### config.mk
export PLATFORM = sky130hd
export DESIGN_NAME = tone_meter
export DESIGN_NICKNAME = d
export VERILOG_FILES = /design/src/rtl/tone_meter_pkg.sv /design/src/rtl/sync_edge.sv /design/src/rtl/tone_meter.sv
export SDC_FILE = /design/constraint.sdc
export NUM_CORES = 1
export LEC_CHECK = 0
export ABC_AREA = 1
export CELL_PAD_IN_SITES_DETAIL_PLACEMENT = 0
export CELL_PAD_IN_SITES_GLOBAL_PLACEMENT = 2
export CORE_UTILIZATION = 31
export DETAILED_ROUTE_END_ITERATION = 10
export GPL_ROUTABILITY_DRIVEN = 0
export HOLD_SLACK_MARGIN = 0.05
export PLACE_DENSITY_LB_ADDON = 0.1
export SETUP_SLACK_MARGIN = 0.02
export SYNTH_ARGS = -nofsm -noshare
export SYNTH_HDL_FRONTEND = slang
export SYNTH_HIERARCHICAL = 1
export SYNTH_SLANG_ARGS = --single-unit
### constraint.sdc
create_clock -name clk -period 2.2 [get_ports clk]
set_input_delay 0.55 -clock clk [delete_from_list [all_inputs] [get_ports clk]]
set_output_delay 0.55 -clock clk [all_outputs]
set_load 0.02 [all_outputs]
### src/rtl/tone_meter_pkg.sv
`default_nettype none
// ============================================================================
//  Module      : tone_meter_pkg
//  Description : Shared types and codes for the tone meter and the
//                divider-based tone generators that reuse its sync stage.
//  Revision    : 1.0 - initial release
// ============================================================================
package tone_meter_pkg;

    // Measurement FSM states; one bit is enough for two states.
    typedef enum logic [0:0] {
        ST_ACQUIRE = 1'b0,
        ST_MEASURE = 1'b1
    } state_t;

    // Pitch-trend codes reported alongside each recovered divider.
    localparam logic [1:0] TREND_STEADY = 2'b00;
    localparam logic [1:0] TREND_UP     = 2'b01;  // shorter period, higher pitch
    localparam logic [1:0] TREND_DOWN   = 2'b10;  // longer period, lower pitch

    // Compare a new divider against the previously published one.
    function automatic logic [1:0] trend_code(input logic lt, input logic gt);
        logic [1:0] code;
        code = TREND_STEADY;
        if (lt) begin
            code = TREND_UP;
        end else if (gt) begin
            code = TREND_DOWN;
        end
        return code;
    endfunction

endpackage
`default_nettype wire

### src/rtl/sync_edge.sv
`default_nettype none
// ============================================================================
//  Module      : sync_edge
//  Description : Multi-flop synchronizer for an asynchronous level plus a
//                one-cycle pulse on either transition of the synced level.
//  Revision    : 1.0 - initial release
// ============================================================================
module sync_edge #(
    parameter int SYNC_STAGES = 2   // must be at least 2
) (
    input  logic clk,
    input  logic rst_n,
    input  logic din,
    output logic level,
    output logic edge_det
);

    logic [SYNC_STAGES-1:0] r_sync;
    logic                   r_prev;

    // Chain of synchronizer flops, first stage samples the raw input.
    generate
        for (genvar g = 0; g < SYNC_STAGES; g++) begin : g_stage
            if (g == 0) begin : g_first
                // First stage captures the asynchronous input.
                always_ff @(posedge clk) begin
                    if (!rst_n) begin
                        r_sync[0] <= 1'b0;
                    end else begin
                        r_sync[0] <= din;
                    end
                end
            end else begin : g_next
                // Later stages resolve any metastability of the stage before.
                always_ff @(posedge clk) begin
                    if (!rst_n) begin
                        r_sync[g] <= 1'b0;
                    end else begin
                        r_sync[g] <= r_sync[g-1];
                    end
                end
            end
        end
    endgenerate

    // Remember last cycle's synced level for transition detection.
    always_ff @(posedge clk) begin
        if (!rst_n) begin
            r_prev <= 1'b0;
        end else begin
            r_prev <= r_sync[SYNC_STAGES-1];
        end
    end

    assign level    = r_sync[SYNC_STAGES-1];
    assign edge_det = r_sync[SYNC_STAGES-1] ^ r_prev;

endmodule
`default_nettype wire

### src/rtl/tone_meter.sv
`default_nettype none
// ============================================================================
//  Module      : tone_meter
//  Description : Measures the half-period of an asynchronous square wave and
//                reports the recovered generator divider, a pitch trend, a
//                silence flag and a strobe for rejected short half-periods.
//  Revision    : 1.0 - initial release
// ============================================================================
module tone_meter
    import tone_meter_pkg::*;
#(
    parameter int CNT_W       = 16,
    parameter int SYNC_STAGES = 2,
    parameter int MIN_HALF    = 16,
    parameter int TIMEOUT     = 65535   // must fit in CNT_W bits
) (
    input  logic             clk,
    input  logic             rst_n,
    input  logic             tone_in,
    output logic [CNT_W-1:0] divider,
    output logic             valid,
    output logic [1:0]       trend,
    output logic             silent,
    output logic             glitch
);

    localparam logic [CNT_W-1:0] c_TIMEOUT  = CNT_W'(TIMEOUT);
    localparam logic [CNT_W-1:0] c_CNT_ONE  = CNT_W'(1);
    localparam logic [CNT_W:0]   c_LEN_ONE  = (CNT_W+1)'(1);
    localparam logic [CNT_W:0]   c_MIN_HALF = (CNT_W+1)'(MIN_HALF);

    state_t           r_state;
    logic [CNT_W-1:0] r_cnt;
    logic             r_first_pub;   // next publish is the first since entering MEASURE

    logic             w_edge;
    logic             w_level_unused;
    logic             w_at_limit;
    logic             w_long_enough;
    logic [CNT_W:0]   w_half_len;
    logic [1:0]       w_trend;

    sync_edge #(
        .SYNC_STAGES (SYNC_STAGES)
    ) u_sync_edge (
        .clk      (clk),
        .rst_n    (rst_n),
        .din      (tone_in),
        .level    (w_level_unused),
        .edge_det (w_edge)
    );

    // Half-period length is counter+1; widened so it cannot wrap at full scale.
    assign w_half_len    = {1'b0, r_cnt} + c_LEN_ONE;
    assign w_long_enough = (w_half_len >= c_MIN_HALF);
    assign w_at_limit    = (r_cnt == c_TIMEOUT);

    // Trend of the candidate divider (current count) against the last published one.
    always_comb begin
        w_trend = trend_code(r_cnt < divider, r_cnt > divider);
    end

    // Clocks since the last edge: cleared on an edge, saturating at the timeout.
    always_ff @(posedge clk) begin
        if (!rst_n) begin
            r_cnt <= '0;
        end else if (w_edge) begin
            r_cnt <= '0;
        end else if (!w_at_limit) begin
            r_cnt <= r_cnt + c_CNT_ONE;
        end
    end

    // Acquire/measure FSM with registered result, trend and status outputs.
    always_ff @(posedge clk) begin
        if (!rst_n) begin
            r_state     <= ST_ACQUIRE;
            r_first_pub <= 1'b1;
            divider     <= '0;
            valid       <= 1'b0;
            trend       <= TREND_STEADY;
            silent      <= 1'b1;
            glitch      <= 1'b0;
        end else begin
            valid  <= 1'b0;
            glitch <= 1'b0;
            case (r_state)
                ST_ACQUIRE: begin
                    // First edge only marks the start of a half-period.
                    if (w_edge) begin
                        r_state     <= ST_MEASURE;
                        r_first_pub <= 1'b1;
                    end
                end
                ST_MEASURE: begin
                    if (w_at_limit) begin
                        // Timeout has priority; a coincident edge restarts acquisition.
                        silent <= 1'b1;
                        if (w_edge) begin
                            r_state     <= ST_MEASURE;
                            r_first_pub <= 1'b1;
                        end else begin
                            r_state <= ST_ACQUIRE;
                        end
                    end else if (w_edge) begin
                        if (w_long_enough) begin
                            divider     <= r_cnt;
                            trend       <= r_first_pub ? TREND_STEADY : w_trend;
                            r_first_pub <= 1'b0;
                            valid       <= 1'b1;
                            silent      <= 1'b0;
                        end else begin
                            // Too short: flag it and resynchronise on a fresh edge.
                            glitch  <= 1'b1;
                            r_state <= ST_ACQUIRE;
                        end
                    end
                end
                default: begin
                    r_state <= ST_ACQUIRE;
                end
            endcase
        end
    end

endmodule
`default_nettype wire
==> impl_metrics.env <==
export IMPL_coreArea_um2=7450
export IMPL_postLayoutCoreUtil=0.407
export IMPL_slowest_stage="dfxtp_4"
export IMPL_hold_violations=0
export IMPL_cap_violations=0
export IMPL_cp_arrival_ns=2.21
export IMPL_path_max_fanout=10
export IMPL_crit_path_end="divider[2]"
export IMPL_ir_drop_v=0.000262
export IMPL_die_h_um=90.7
export IMPL_die_x_um=90.7
export IMPL_grt_max_degree=42
export IMPL_ys_types=27
export IMPL_start_util=0.328
export IMPL_viasPerCell=4.65
export IMPL_grt_pass1_wl_um=10800
export IMPL_crit_family="simple AND/OR/NAND/NOR gates"
export IMPL_min_path_cells=2
export IMPL_critPathKind="reg2reg"
export IMPL_num_vias=2335
export IMPL_first_global_vias=2124
export IMPL_synth_seq_cells=42
export IMPL_syn_area_um2=2440
export IMPL_clk_pin_slew_ns=0.10
export IMPL_crit_required_ns=2.41
export IMPL_cp_startpoint="r_cnt[1]"
export IMPL_tightest_slew_ns=0.507
export IMPL_overflow=0
export IMPL_ant_nets=0
export IMPL_drc=0
export IMPL_layout_commonest_cell="nand2_1"
export IMPL_setup_tns_ns=0
export IMPL_design_portCount=24
export IMPL_fmax_mhz=500
export IMPL_htreeDepth=2
export IMPL_drt_initial_drc_count=84
export IMPL_cts_buffers_inserted=5
export IMPL_layout_nets=423
export IMPL_synthCells=369
export IMPL_synth_yosys_seq_area_share=0.345
export IMPL_mostFrequentLayoutCells="nand2_1, inv_1, nor2_1"
export IMPL_finalCritPeriodShare=0.909
export IMPL_grt_antenna_before_repair=0
export IMPL_cts_root_buf="clkbuf_8"
export IMPL_dieArea_um2=8230
export IMPL_drt_total_wl_um=6890
export IMPL_syn_to_final_growth_pct=24.3
export IMPL_finalSetupViolations=0
export IMPL_clock_sinks=42
export IMPL_worstReg2RegEnd="divider[2]"
export IMPL_wl_per_cell_um=13.7
export IMPL_worstRegToRegCells=13
export IMPL_nFillCells=821
export IMPL_clock_skew_ns=0.00971
export IMPL_grt_usage=0.166
export IMPL_drive_gt1_frac=0.127
export IMPL_cp_depth=13
export IMPL_cts_max_path_buffers=2
export IMPL_crit_path_cell_trace="ha_2 -> nand3_4 -> inv_2 -> nand2_2 -> inv_2 -> nand3_1 -> nand2_1 -> nand2_1 -> nor2_2 -> nand3_4 -> clkbuf_16 -> a21oi_1 -> nor2_1"
export IMPL_cp_end_kind="flip-flop"
export IMPL_timing_reg2reg_setup_slack_ns=0.20
export IMPL_fin_crit_ns=2.00
export IMPL_rsz0062_at_grt="false"
export IMPL_power_w=0.00141
export IMPL_hold_class="reg2reg"
export IMPL_cts_tree="built"
export IMPL_p_per_area_nw_per_um2=464
export IMPL_diodes=0
export IMPL_cp_num_buf_inv=3
export IMPL_holdWs_ns=0.412
export IMPL_status="finished clean"
export IMPL_syn_nets=390
export IMPL_holdBufCountCts=0
export IMPL_portBuffers=23
export IMPL_slew_headroom=0.658
export IMPL_startpoint_type="flip-flop"
export IMPL_max_stage_delay_ns=0.39
export IMPL_dp_hpwl_um=4730
export IMPL_drv_slew=0
export IMPL_clk_latency_ns=0.30
export IMPL_r2r_start="r_cnt[1]"
export IMPL_p_leak_nw=1.38
export IMPL_first_pass_iters=4
export IMPL_synth_area_per_cell_um2=6.61
export IMPL_yosysWarnings=6
export IMPL_num_rows=31
## area by class of cell
type                       instances  area (um^2)  share of cell area
multi-input combinational        255         1350               0.444
sequential                        42          855               0.282
timing repair buffer              38          394               0.130
inverter                          60          225              0.0743
tap                               99          124              0.0408
clock buffer                       5         68.8              0.0227
clock inverter                     3         18.8             0.00619
## flip-flops by register name, indices dropped and copies added (netlist names)
name and cells:
r_first_pub 1, divider 16, u_sync_edge/r_prev 1, r_cnt 16, silent 1, trend 2, valid 1, r_state 1
glitch 1, u_sync_edge/r_sync 1, u_sync_edge/level 1
## per-layer routing
layer,share of wire,vias up,global-route usage
met3,0.021,11,0.0295
met4,0.021,0,0.0632
li1,-,1223,-
met1,0.54,1076,0.237
met2,0.42,25,0.245
met5,0,-,0
## worst reg2reg max path, delay by kind of cell (launching register included)
family                     cells  cell delay, ns
buffers and inverters          3            0.38
adders and majority gates      1            0.22
DFF                            1            0.39
AOI/OAI and AO/OA              1            0.13
and+or+nand+nor                8            0.79
## kinds of logic (layout without fill, tap and decap cells)
group                      after synthesis  in the layout  synth area share
and+or+nand+nor                        187            187             0.327
buffers and inverters                   72            106             0.123
AOI/OAI and AO/OA                       47             47             0.103
DFF                                     42             42             0.345
adders and majority gates               18             18            0.0923
xor gates and xnor gates                 3              3            0.0108
## synthesized netlist by cell type
cell      number  area [um^2]
buf_1          1         3.75
nand3_2        2         20.0
nand4_1        4         25.0
nor3b_2        1         12.5
nor3_2         1         10.0
nand2_1       95          357
o41ai_1        1         8.76
buf_6          2         22.5
o21ai_0        6         30.0
nand2_2        4         25.0
nor2_1        44          165
nand3_1       32          160
inv_1         58          218
nor2_2         3         18.8
a31oi_1        5         31.3
inv_2          2         7.51
clkbuf_1       4         15.0
nor3_1         1         5.00
buf_2          2         10.0
a21oi_1       31          155
ha_1          18          225
dfxtp_1       42          841
o21ai_1        2         10.0
xor2_1         2         17.5
buf_4          3         22.5
o21a_1         2         15.0
xnor2_1        1         8.76
## repair_timing
action                                  in CTS  in global routing
endpoints found under the setup margin       0                 23
buffers inserted                             0                  1
resized for setup                            0                 20
## where the power goes
group	internal, W	switching, W	leakage, nW
combinational	0.0000340	0.0000563	0.986
sequential	0.000768	0.0000100	0.343
clock	0.000225	0.000314	0.0483
total	0.00103	0.000380	1.38
## worst min path at each step
| stage | slack [ns] | end | from |
|---|---|---|---|
| floorplan | 0.39 | u_sync_edge/level | u_sync_edge/r_sync[0] |
| global placement | 0.39 | u_sync_edge/level | u_sync_edge/r_sync[0] |
| detailed placement | 0.39 | u_sync_edge/level | u_sync_edge/r_sync[0] |
| CTS | 0.42 | u_sync_edge/level | u_sync_edge/r_sync[0] |
| global route | 0.42 | u_sync_edge/level | u_sync_edge/r_sync[0] |
| finish | 0.41 | u_sync_edge/level | u_sync_edge/r_sync[0] |
## per-stage QoR
stage | std cells | instance area, um^2 | setup WS (ns)
5_1_grt | 502 | 3030 | 0.0333
3_5_place_dp | 490 | 2820 | 0.107
2_1_floorplan | 369 | 2440 | 0.362
3_3_place_gp | 490 | 2820 | 0.141
6_report | 502 | 3030 | 0.200
4_1_cts | 498 | 2910 | 0.0939
Power figures use the tool's default switching activity.
